### src/rtl/clk_div_pkg.sv
// Shared constants for the programmable clock-divider bank.
package clk_div_pkg;
    localparam logic MODE_CONT    = 1'b0;
    localparam logic MODE_ONESHOT = 1'b1;
    localparam int   N_CH_DEF     = 4;
    localparam int   CNT_W_DEF    = 27;
endpackage

### src/rtl/clk_div_chan.sv
// One divider channel: period counter, shadow (pending) divisor/mode, and
// registered output decode so o_clk/o_tick/o_busy never glitch.
module clk_div_chan
    import clk_div_pkg::*;
#(
    parameter int CNT_W = CNT_W_DEF
) (
    input  logic             clk,
    input  logic             rst_n,
    input  logic             wr,
    input  logic [CNT_W-1:0] wr_div,
    input  logic             wr_mode,
    input  logic             sync,
    output logic             o_clk,
    output logic             o_tick,
    output logic             o_busy
);
    localparam logic [CNT_W-1:0] ONE = CNT_W'(1);

    logic [CNT_W-1:0] div_q, div_d, cnt_q, cnt_d, pdiv_q, pdiv_d;
    logic             mode_q, mode_d, pmode_q, pmode_d, pvld_q, pvld_d;
    logic             clk_q, clk_d, tick_q, tick_d, busy_q, busy_d;
    logic             running, wrap, synced;
    logic [CNT_W:0]   half;

    always_comb begin
        div_d   = div_q;
        mode_d  = mode_q;
        cnt_d   = cnt_q;
        pdiv_d  = pdiv_q;
        pmode_d = pmode_q;
        pvld_d  = pvld_q;
        synced  = 1'b0;
        running = (div_q != '0);
        wrap    = running && (cnt_q == div_q - ONE);

        // A write lands immediately whenever a new period starts this edge anyway.
        if (wr && (!running || sync || wrap)) begin
            div_d  = wr_div;
            mode_d = wr_mode;
            cnt_d  = '0;
            pvld_d = 1'b0;
        end else begin
            if (wr) begin
                pdiv_d  = wr_div;
                pmode_d = wr_mode;
                pvld_d  = 1'b1;
            end
            if (running && (sync || wrap)) begin
                cnt_d  = '0;
                synced = sync;
                if (pvld_q) begin
                    div_d  = pdiv_q;
                    mode_d = pmode_q;
                    pvld_d = 1'b0;
                end else if (wrap && (mode_q == MODE_ONESHOT)) begin
                    div_d = '0;
                end
            end else if (running) begin
                cnt_d = cnt_q + ONE;
            end
        end

        // Outputs are decoded from next state and registered alongside it.
        busy_d = (div_d != '0);
        half   = ({1'b0, div_d} + {{CNT_W{1'b0}}, 1'b1}) >> 1;
        clk_d  = busy_d && ({1'b0, cnt_d} < half);
        tick_d = busy_d && (cnt_d == div_d - ONE) && !synced;
    end

    always_ff @(posedge clk or negedge rst_n) begin
        if (!rst_n) begin
            div_q   <= '0;
            mode_q  <= 1'b0;
            cnt_q   <= '0;
            pdiv_q  <= '0;
            pmode_q <= 1'b0;
            pvld_q  <= 1'b0;
            clk_q   <= 1'b0;
            tick_q  <= 1'b0;
            busy_q  <= 1'b0;
        end else begin
            div_q   <= div_d;
            mode_q  <= mode_d;
            cnt_q   <= cnt_d;
            pdiv_q  <= pdiv_d;
            pmode_q <= pmode_d;
            pvld_q  <= pvld_d;
            clk_q   <= clk_d;
            tick_q  <= tick_d;
            busy_q  <= busy_d;
        end
    end

    assign o_clk  = clk_q;
    assign o_tick = tick_q;
    assign o_busy = busy_q;
endmodule

### src/rtl/clk_div_bank.sv
// Bank of independent programmable clock dividers sharing one config port
// and a common phase-align strobe.
module clk_div_bank
    import clk_div_pkg::*;
#(
    parameter int N_CH  = N_CH_DEF,
    parameter int CNT_W = CNT_W_DEF,
    parameter int CH_W  = (N_CH > 1) ? $clog2(N_CH) : 1
) (
    input  logic             fpga_clk,
    input  logic             reset,
    input  logic             cfg_wr,
    input  logic [CH_W-1:0]  cfg_ch,
    input  logic [CNT_W-1:0] cfg_div,
    input  logic             cfg_mode,
    input  logic             sync,
    output logic [N_CH-1:0]  o_clk,
    output logic [N_CH-1:0]  o_tick,
    output logic [N_CH-1:0]  o_busy,
    output logic             cfg_err
);
    logic [N_CH-1:0] wr_sel;
    logic            cfg_err_d, cfg_err_q;

    always_comb begin
        cfg_err_d = cfg_wr && (32'(cfg_ch) >= 32'(N_CH));
        wr_sel    = '0;
        for (int i = 0; i < N_CH; i++) begin
            wr_sel[i] = cfg_wr && (32'(cfg_ch) == 32'(i));
        end
    end

    always_ff @(posedge fpga_clk or negedge reset) begin
        if (!reset) begin
            cfg_err_q <= 1'b0;
        end else begin
            cfg_err_q <= cfg_err_d;
        end
    end

    assign cfg_err = cfg_err_q;

    for (genvar g = 0; g < N_CH; g++) begin : g_chan
        clk_div_chan #(
            .CNT_W (CNT_W)
        ) u_chan (
            .clk     (fpga_clk),
            .rst_n   (reset),
            .wr      (wr_sel[g]),
            .wr_div  (cfg_div),
            .wr_mode (cfg_mode),
            .sync    (sync),
            .o_clk   (o_clk[g]),
            .o_tick  (o_tick[g]),
            .o_busy  (o_busy[g])
        );
    end
endmodule

### config.mk
export PLATFORM = sky130hd
export DESIGN_NAME = clk_div_bank
export DESIGN_NICKNAME = d
export VERILOG_FILES = /design/src/rtl/clk_div_pkg.sv /design/src/rtl/clk_div_chan.sv /design/src/rtl/clk_div_bank.sv
export SDC_FILE = /design/constraint.sdc
export NUM_CORES = 1
export LEC_CHECK = 0
export ABC_CLOCK_PERIOD_IN_PS = 12300
export CAP_MARGIN = 20
export CORE_ASPECT_RATIO = 0.9
export CORE_MARGIN = 3
export CORE_UTILIZATION = 50
export CTS_BUF_LIST = sky130_fd_sc_hd__clkbuf_16
export CTS_CLUSTER_DIAMETER = 80
export CTS_CLUSTER_SIZE = 30
export DETAILED_ROUTE_END_ITERATION = 16
export PLACE_DENSITY = 0.66
export SLEW_MARGIN = 20
export SYNTH_ARGS = -nofsm -noshare
export SYNTH_HDL_FRONTEND = slang
export SYNTH_SLANG_ARGS = --single-unit
### constraint.sdc
create_clock -name fpga_clk -period 12.3 [get_ports fpga_clk]
set_input_delay 1.845 -clock fpga_clk [delete_from_list [all_inputs] [get_ports fpga_clk]]
set_output_delay 1.845 -clock fpga_clk [all_outputs]
set_load 0.03 [all_outputs]
==> results of run 1 <==
## registers in the layout, summed over array words and instances, names as in the netlist
signal / count
g_chan.u_chan.cnt_q: 108
g_chan.u_chan.div_q: 108
g_chan.u_chan.o_busy: 4
g_chan.u_chan.pdiv_q: 108
g_chan.u_chan.o_tick: 4
g_chan.u_chan.mode_q: 4
g_chan.u_chan.o_clk: 4
g_chan.u_chan.pmode_q: 4
g_chan.u_chan.pvld_q: 4
## where the power goes
part	switching [µW]	total (µW)	internal, µW	leakage [µW]
clock network	500	919	419	0.000414
registers	251	1580	1330	0.00440
logic	1110	1830	719	0.00741
total	1860	4330	2470	0.0122
## layout make-up
cell class,instances,area (µm²)
fill,5128,25700
sequential,348,8710
antenna,2,5.00
clock buffer,25,626
timing repair buffer,81,738
inverter,93,349
multi-input combinational,2760,19000
tap,756,946
clock inverter,19,239
## synth_stat cells (17+ instances only)
| library cell | number | share of area (%) |
|---|---|---|
| dfrtp_1 | 348 | 30 |
| nor2_1 | 340 | 4.4 |
| xnor2_1 | 249 | 7.6 |
| nand2_1 | 238 | 3.1 |
| xor2_1 | 193 | 5.9 |
| nand3_1 | 144 | 2.5 |
| o21ai_0 | 143 | 2.5 |
| a21oi_1 | 128 | 2.2 |
| ha_1 | 124 | 5.4 |
| mux2_2 | 116 | 4.5 |
| nor3_1 | 116 | 2.0 |
| clkbuf_1 | 114 | 1.5 |
| nand4_1 | 92 | 2.0 |
| inv_1 | 90 | 1.2 |
| and3_1 | 67 | 1.5 |
| nor4_1 | 55 | 1.2 |
| nand2b_1 | 49 | 1.1 |
| nor2b_1 | 43 | 0.93 |
| mux2i_1 | 37 | 1.3 |
| a31oi_1 | 34 | 0.74 |
| or3_1 | 33 | 0.72 |
| a211oi_1 | 28 | 0.73 |
| a21o_1 | 27 | 0.70 |
| and2_1 | 25 | 0.54 |
| o211ai_1 | 24 | 0.63 |
| o22ai_1 | 24 | 0.52 |
| or2_2 | 24 | 0.52 |
| or4_1 | 23 | 0.60 |
| a221oi_1 | 21 | 0.64 |
| buf_2 | 20 | 0.35 |
| and4_1 | 19 | 0.58 |
| nor4b_1 | 17 | 0.52 |
## layer usage
layer	track usage [%]	share of wire [%]	up-vias
met2	49.5	45	1165
met3	4.82	7.6	201
li1	-	-	12147
met4	9.33	3.2	0
met5	0	0	-
met1	41.9	44	12929
## worst reg2reg max path, cell delays in order, from the launching register on
cell,delay (ns)
dfrtp_1,0.48
inv_1,0.13
ha_1,0.28
or4b_2,0.70
or4_1,0.52
and2_0,0.17
or4b_4,0.52
nor4_1,0.44
nand3_2,0.33
nand2_1,0.84
a32oi_1,0.42
nor4_1,0.82
nand4b_1,0.30
or2_2,0.42
xor2_1,0.18
ha_1,0.32
a21oi_1,0.13
nor2b_1,0.06
o21ai_0,0.16
nand2b_1,0.07
a21oi_1,0.15
nor2b_1,0.06
o21ai_0,0.16
nand2b_1,0.07
a21oi_1,0.15
a21o_1,0.13
a21oi_1,0.06
nor4b_1,0.24
## layout by cell type, fill, tap and decap left out, types with 21 or more instances in the layout
cell | Yosys | layout
a211oi_1 | 28 | 27
a21o_1 | 27 | 27
a21oi_1 | 128 | 126
a221oi_1 | 21 | 21
a31oi_1 | 34 | 34
and2_1 | 25 | 25
and3_1 | 67 | 67
buf_4 | 15 | 35
clkbuf_16 | 0 | 25
clkdlybuf4s50_1 | 0 | 44
dfrtp_1 | 348 | 347
ha_1 | 124 | 124
inv_1 | 90 | 91
mux2_2 | 116 | 116
mux2i_1 | 37 | 37
nand2_1 | 238 | 238
nand2b_1 | 49 | 49
nand3_1 | 144 | 144
nand4_1 | 92 | 92
nor2_1 | 340 | 339
nor2b_1 | 43 | 43
nor3_1 | 116 | 115
nor4_1 | 55 | 54
o211ai_1 | 24 | 24
o21ai_0 | 143 | 142
o22ai_1 | 24 | 24
or2_2 | 24 | 24
or3_1 | 33 | 33
or4_1 | 23 | 23
xnor2_1 | 249 | 249
xor2_1 | 193 | 193
## per-stage QoR
stage                     setup WS [ns]  power, µW  std cells  utilization (%)  hold slack, ns
after floorplan                    5.47       2840       3371                -           0.472
after global placement             4.26       3340       4038             52.8           0.486
after detailed placement           3.96       3380       4038             52.8           0.491
after CTS                          4.02       4310       4082             54.4           0.513
after global routing               3.19       4570       4082             54.4           0.526
final                              3.90       4330       4084             54.4           0.511
## worst paths after layout
path | startpoint | slack [ns] | to | depth (start not counted)
min | g_chan[2].u_chan.pdiv_q[18] | 0.51 | g_chan[2].u_chan.pdiv_q[18] | 1
max | g_chan[0].u_chan.div_q[0] | 3.90 | g_chan[0].u_chan.o_clk | 27
max in group asynchronous | reset | 9.29 | g_chan[0].u_chan.pdiv_q[3] | 2
max reg2reg | g_chan[0].u_chan.div_q[0] | 3.90 | g_chan[0].u_chan.o_clk | 27
min in group asynchronous | reset | 1.30 | g_chan[1].u_chan.o_clk | 1
min reg2reg | g_chan[2].u_chan.pdiv_q[18] | 0.51 | g_chan[2].u_chan.pdiv_q[18] | 1
## kinds of logic after synthesis
kind of cell             count (synthesis)  share of synthesized area, %
flip-flops                             348                          30.2
buffers and inverters                  263                          3.82
AND/OR/NAND/NOR                       1395                          25.8
adder cells (fa/ha/maj)                124                          5.39
other                                    1                        0.0130
multiplexers                           153                          5.82
AO/OA/AOI/OAI                          643                          15.3
XOR/XNOR                               444                          13.6
==> results.md, run 1 <==
* Outcome: finished clean
* Io pins at 47
* First-pass GRT wire length at 147000 µm
* Port bufs at 45
* Post-route cell area at 30700 µm²
* TNS Setup at 0 ns
* Syn_area_per_cell at 8.54 µm²
* Die Ht at between 200 and 250 µm
* CTS Buf Count at 24
* Cell family with most CP delay: simple AND/OR/NAND/NOR gates
* Initial detailed-routing violation count at 2405
* CTS tree: yes
* # resized after CTS at 0
* Vias in the first global route at between 20000 and 30000
* Critical path buffers and inverters at 1
* Total leakage power at 0.0122 µW
* Via count at 26442
* Pin count of the biggest net entering global routing at 160
* CP max FO at 23
* Core Area at between 50000 and 60000 µm²
* Post-DP HPWL at 71900 µm
* Area grow syn2layout at 6.45%
* Pre-antenna DRT Iters at 6
* Clock buffer depth at 3
* Clock-pin slew on the worst setup and hold paths at roughly 0.09 ns
* Crit path kind: reg -> reg
* Hold Violations, Final at 0
* Cell mode on critical path: a21oi_1
* GR Overflow Total at 0
* Gr usage total at 30.5%
* Layout cells sized above 1 at 9.05%
* Worst Tran Pin Value at 1.14 ns
* Initial antenna violation count at 3
* Root buf cell: clkbuf_16
* Synth Cell Area at 28800 µm²
* Syn Nets at between 3000 and 4000
* Final Max Tran Viols at 0
* Sink Count at 348
* Worst endpoint required time at 12.79 ns
* RSZ-0062 raised after global routing: no
* CP endpoint kind: flop
* Pwr per Cell Area at approximately 140 nW/µm²
* CP Launch Type: flop
* Drt wl/cell at 23.0 µm
* Final wirelength at 93800 µm
* Max frequency at 119 MHz
* Tmin final at 8.40 ns
* Number of synthesized flops with an enable pin at 0
* FP Rows at 82
* CTS H-tree depth at 1
* Drt via density at 6.47
* Placer Congestion at 0.994
* Die area at approximately 61000 µm²
* DRC at 0
* Postcts setup bufs at 0
* Seq/Total Area, Yosys at a little under a third
* Yosys warnings at 0
* Setup Viol. Count Final at 0
* Die Span X at 259 µm
* Hold WC Path Type: reg -> reg
* Max Cap Violations at 0
* Synthesized netlist cell count at around 3400
* Ys async rst share at 100%
* Fin nets at about 3500
* Clock Skews at around 0.037 ns
* Initial core utilization at 51.1%
* Final Cycle Share at around 68%
* Post-synthesis sequential element count at 348
* Placed instance area at between 20000 and 30000 µm²
* CP max-delay cell: nand2_1
* Peak VDD IR at 115 µV
* Slew headroom at 23.6%
* CP max stage delay at 0.84 ns
* Netlist cell types at 114
* Dominant synthesized flop cell: dfrtp_1
* Post-detailed-route count of antenna-violating nets at 0
* Clock latency at the later pin of the worst-skew pair at 0.60 ns
* Cts hold-fix bufs at 0
* Worst Path Arrival at 8.89 ns
(Power assumes the default switching activity.)
==> inputs of run 2 (changes only) <==
- ABC_CLOCK_PERIOD_IN_PS: 12300 -> 8600
- clock period: 12.3 -> 8.6 ns (I/O delays scaled with it)
==> results.md, run 2 (synthesis gave the netlist of run 1 again) <==
* Clock buffer depth at 3
* Final Cycle Share at 93.9%
* Gr usage total at between 30% and 40%
* DRC at 0
* Worst Tran Pin Value at 1.07 ns
* Reg2reg end: g_chan[2].u_chan.o_clk
* Setup WS post-layout at 0.520 ns
* Antenna Cells at 0
* Worst r2r path cells at 26
* Pre-antenna DRT Iters at 7
* Via count at 26597
* DP Worst Slack at roughly 0.73 ns
* Hold Path Sink: g_chan[2].u_chan.pdiv_q[18]
* Seq pwr share at 35.8%
* Io pins at between 40 and 50
* Tmin final at between 8 and 9 ns
* Setup Viol. Count Final at 0
* GR Overflow Total at 0
* Layout cells sized above 1 at under 10%
* Critical path buffers and inverters at 0
* FP Rows at 82
* Post-detailed-route count of antenna-violating nets at 0
* CTS H-tree depth at 1
* Initial core utilization at 51.1%
* CP endpoint kind: flop
* Worst Path Arrival at 8.61 ns
* RSZ-0062 raised after global routing: no
* Post-DP HPWL at between 70000 and 80000 µm
* Commonest non-fill, non-tap cell in the layout: dfrtp_1
* Clock power frac at 21.7%
* Pwr per Cell Area at 203 nW/µm²
* Peak VDD IR at approximately 160 µV
* Die Ht at 234 µm
* Drt wl/cell at 23.2 µm
* Final Max Tran Viols at 0
* Crit path kind: reg -> reg
* Initial antenna violation count at 6
* Placer Congestion at 1.04
* Initial detailed-routing violation count at 2612
* Internal Power at approximately 3600 µW
* Outcome: finished clean
* Port bufs at 45
* Max frequency at 124 MHz
* CTS Buf Count at 25
* Worst endpoint required time at 9.13 ns
* Hold WC Path Type: reg -> reg
* Reg-to-reg setup timing slack at 0.52 ns
* Gate power share at 42.5%
* Cell family with most CP delay: simple AND/OR/NAND/NOR gates
* Core Area at 56300 µm²
* Clock Skews at 0.0227 ns
* Vias in the first global route at between 20000 and 30000
* Cts hold-fix bufs at 0
* Biggest regs: g_chan.u_chan.cnt_q (108), g_chan.u_chan.div_q (108), g_chan.u_chan.pdiv_q (108)
* CP max FO at 13
* Hold Crit Depth at 1
* Max Cap Violations at 0
* Fin nets at 3500
* CTS tree: yes
* RR Startpoint: g_chan[2].u_chan.div_q[12]
* CP max-delay cell: nor4_1
* Die area at 60500 µm²
* CP Launch Type: flop
* Hold path start: g_chan[2].u_chan.pdiv_q[18]
* Clock-pin slew on the worst setup and hold paths at ~0.10 ns
* # resized after CTS at 0
* # fillers at 5261
* Drt via density at ~6.5
* Die Span X at roughly 260 µm
* Most frequent cells in the layout: 348 x dfrtp_1, 339 x nor2_1, 249 x xnor2_1
* Cell mode on critical path: a21oi_1
* Net switching power at 2730 µW
* Sink Count at around 350
* Postcts setup bufs at 0
* Hold Violations, Final at 0
* Root buf cell: clkbuf_16
* Clock latency at the later pin of the worst-skew pair at 0.61 ns
* CP max stage delay at 0.81 ns
* Total leakage power at 0.0124 µW
* Final wirelength at 95700 µm
* Slew headroom at 28.5%
* Area grow syn2layout at 7.37%
* Switching power share of the total at 43.3%
* Pin count of the biggest net entering global routing at 171
* TNS Setup at 0 ns
* First-pass GRT wire length at ~150000 µm
-- run 2: changes by cell type in the layout (fill, tap and decap cells not counted), sizes merged --
cell and delta:
diode -2, clkinvlp -2, clkinv -1, inv +4, buf +33
-- run 2: final cells by class --
class / instances / area, µm² / area share, %
multi-input cells: 2760 / 19000 / 61.6
flip-flops and latches: 348 / 8710 / 28.2
repair buffers: 114 / 986 / 3.19
well taps: 756 / 946 / 3.06
clock buffers: 25 / 626 / 2.02
inverters: 93 / 349 / 1.13
clock inverters: 20 / 268 / 0.866
-- run 2: power groups by stage --
| stage | sequential [µW] | combinational, µW | clock, µW |
|---|---|---|---|
| after floorplan | 2100 | 1970 | 0 |
| after global placement | 2260 | 2560 | 0 |
| after detailed placement | 2270 | 2600 | 0 |
| after CTS | 2240 | 2620 | 1380 |
| after global routing | 2290 | 2900 | 1440 |
| final | 2250 | 2670 | 1360 |
-- run 2: per-stage QoR --
stage | cells | hold slack, ns | utilization [%] | cell area, µm² | power, µW
floorplan | 3371 | 0.472 | - | 28800 | 4070
global placement | 4071 | 0.484 | 53.3 | 30000 | 4820
detailed placement | 4071 | 0.489 | 53.3 | 30000 | 4880
CTS | 4116 | 0.510 | 54.9 | 30900 | 6250
global route | 4116 | 0.527 | 54.9 | 30900 | 6630
finish | 4116 | 0.508 | 54.9 | 30900 | 6290
-- run 2: worst max path at each step --
| stage | slack [ns] | start | endpoint | cells past startpoint |
|---|---|---|---|---|
| global route | 0.006 | g_chan[2].u_chan.div_q[12] | g_chan[2].u_chan.o_clk | 26 |
| CTS | 0.68 | g_chan[2].u_chan.div_q[12] | g_chan[2].u_chan.o_clk | 26 |
| detailed placement | 0.73 | g_chan[2].u_chan.div_q[12] | g_chan[2].u_chan.o_clk | 26 |
| floorplan | 1.77 | g_chan[0].u_chan.div_q[0] | g_chan[0].u_chan.o_clk | 30 |
| global placement | 0.55 | g_chan[2].u_chan.div_q[12] | g_chan[2].u_chan.o_clk | 26 |
| finish | 0.52 | g_chan[2].u_chan.div_q[12] | g_chan[2].u_chan.o_clk | 26 |
-- run 2: worst register-to-register path: cells and delay by family (launching register included) --
| kind | cells | cell delay (ns) |
|---|---|---|
| fa+ha+maj | 1 | 0.31 |
| simple gates | 13 | 4.22 |
| xor+xnor | 1 | 0.07 |
| compound gates | 11 | 2.90 |
| flops | 1 | 0.51 |
-- run 2: per-layer routing --
metal / share of wire [%] / vias up / GRT usage [%] / routed length (µm)
li1: - / 12213 / - / -
met3: 6.9 / 195 / 3.88 / 6570
met5: 0 / - / 0 / 0
met1: 44 / 13099 / 42.7 / 42300
met4: 3.3 / 0 / 9.60 / 3190
met2: 46 / 1090 / 50.4 / 43600
==> inputs of run 3 (changes only) <==
- CORE_MARGIN: 3 -> default
==> results.md, run 3 (synthesis gave the netlist of run 1 again) <==
* Post-Place Cells at 4076
* First-pass GRT wire length at 148000 µm
* Final cell count without fillers at 4126
* Worst Tran Pin Value at approximately 1.0 ns
* Initial antenna violation count at 3
* Pwr per Cell Area at between 200 and 250 nW/µm²
* Area grow syn2layout at 7.48%
* TNS Setup at 0 ns
* Pin count of the biggest net entering global routing at 166
* CP cell instances: or4_4 -> nor4_1 -> nand3_1 -> o21ai_0 -> nor4_4 -> a21oi_2 -> nor2_2 -> a221oi_1 -> inv_1 -> nor2_1 -> nand2_1 -> or4_1 -> nor3_1 -> xnor2_1 -> nand4_1 -> or4b_1 -> a2111oi_1
* Post-DP HPWL at 73600 µm
* Layout cells sized above 1 at 9.91%
* Cts hold-fix bufs at 0
* Final wirelength at 95200 µm
* Hold Violations, Final at 0
* RSZ-0062 raised after global routing: no
* Port bufs at 45
* Max Cap Violations at 0
* Total leakage power at 0.0124 µW
* Root buf cell: clkbuf_16
* Drt via density at 6.39
* Pre-antenna DRT Iters at 6
* Worst endpoint required time at 9.05 ns
* Crit path kind: reg -> reg
* Die area at 58600 µm²
* Via count at 26377
* Sink Count at 348
* CP endpoint kind: flop
* Initial core utilization at 50.5%
* Drt wl/cell at 23.1 µm
* CP max stage delay at around 0.83 ns
* Post-detailed-route count of antenna-violating nets at 0
* FP Rows at 83
* Vias in the first global route at 25386
* CP max FO at 18
* Max layer used: met4
* Setup WS post-layout at 0.826 ns
* Fin nets at around 3500
* Tmin final at 7.77 ns
* Commonest non-fill, non-tap cell in the layout: dfrtp_1
* Gr usage total at 32.3%
* Min Hold Slack at 0.502 ns
* Postcts setup bufs at 0
* Final Max Tran Viols at 0
* CTS H-tree depth at 1
* DRC at 0
* Max frequency at approximately 130 MHz
* Core Area at between 50000 and 60000 µm²
* Slew headroom at between 20 and 30%
* Die Ht at 230 µm
* M1 WL at roughly 42000 µm
* Placer Congestion at between 0.9 and 1
* Io pins at 47
* Hold WC Path Type: reg -> reg
* Die Span X at approximately 250 µm
* Biggest regs: g_chan.u_chan.cnt_q (108), g_chan.u_chan.div_q (108), g_chan.u_chan.pdiv_q (108)
* # resized after CTS at 0
* Outcome: finished clean
* Initial detailed-routing violation count at 2380
* CTS Buf Count at 26
* CP max-delay cell: a221oi_1
* Most frequent cells in the layout: 347 x dfrtp_1, 339 x nor2_1, 249 x xnor2_1
* Clock-pin slew on the worst setup and hold paths at around 0.080 ns
* Peak VDD IR at 157 µV
* Clock latency at the later pin of the worst-skew pair at 0.62 ns
* CTS tree: yes
* GR Overflow Total at 0
* Clock Skews at 0.0350 ns
* Final Cycle Share at 90.4%
* WL met3 at 6350 µm
* Worst Path Arrival at 8.22 ns
* Setup Viol. Count Final at 0
* Clock buffer depth at 3
* CP Launch Type: flop
* WL met2 at 44000 µm
* DP Worst Slack at slightly below 1 ns
==> run 3: cell types whose count changed in the layout (fill, tap and decap cells not counted), moves of 2 or more <==
| cell | change |
|---|---|
| buf_4 | -4 |
| clkinv_4 | +3 |
| inv_12 | -3 |
| inv_16 | +2 |
==> run 3: worst max-delay path: cells and delay by family, from the launching register on <==
| kind | cells | cell delay, ns |
|---|---|---|
| compound gates | 4 | 2.29 |
| xor+xnor | 1 | 0.16 |
| buf+inv | 1 | 0.21 |
| flops | 1 | 0.50 |
| simple gates | 11 | 4.44 |
==> run 3: layout make-up <==
class | instances | area, µm²
fillers | 5285 | 26100
multi-input cells | 2760 | 19000
flip-flops and latches | 348 | 8710
repair buffers | 111 | 961
well taps | 765 | 957
clock buffers | 26 | 651
inverters | 93 | 349
clock inverters | 22 | 295
diodes | 1 | 2.50
==> run 3: stage by stage <==
| stage | instance area [µm²] | util (%) | power, µW |
|---|---|---|---|
| after floorplan | 28800 | - | 4070 |
| after global placement | 30000 | 52.6 | 4810 |
| after detailed placement | 30000 | 52.6 | 4860 |
| after CTS | 30900 | 54.3 | 6270 |
| after global routing | 30900 | 54.3 | 6650 |
| final | 31000 | 54.3 | 6300 |
==> run 3: final timing paths <==
check / from / to / slack, ns / depth (start not counted)
hold / removal: g_chan[2].u_chan.pdiv_q[9] / g_chan[2].u_chan.pdiv_q[9] / 0.50 / 1
min in group asynchronous: reset / g_chan[1].u_chan.o_busy / 0.74 / 1
hold reg to reg: g_chan[2].u_chan.pdiv_q[9] / g_chan[2].u_chan.pdiv_q[9] / 0.50 / 1
setup / recovery: g_chan[2].u_chan.div_q[12] / g_chan[2].u_chan.o_tick / 0.83 / 17
setup reg to reg: g_chan[2].u_chan.div_q[12] / g_chan[2].u_chan.o_tick / 0.83 / 17
max in group asynchronous: reset / g_chan[3].u_chan.cnt_q[2] / 6.30 / 2
==> run 3: per-layer routing <==
metal	up-vias	GRT usage, %
li1	12209	-
met1	13022	44.6
met2	975	52.4
met3	171	4.48
met4	0	9.45
met5	-	0
==> run 3: power by group <==
group	internal [µW]	leakage [µW]	switching, µW
clock network	638	0.000458	759
logic	1050	0.00756	1600
registers	1900	0.00440	356
total	3590	0.0124	2710
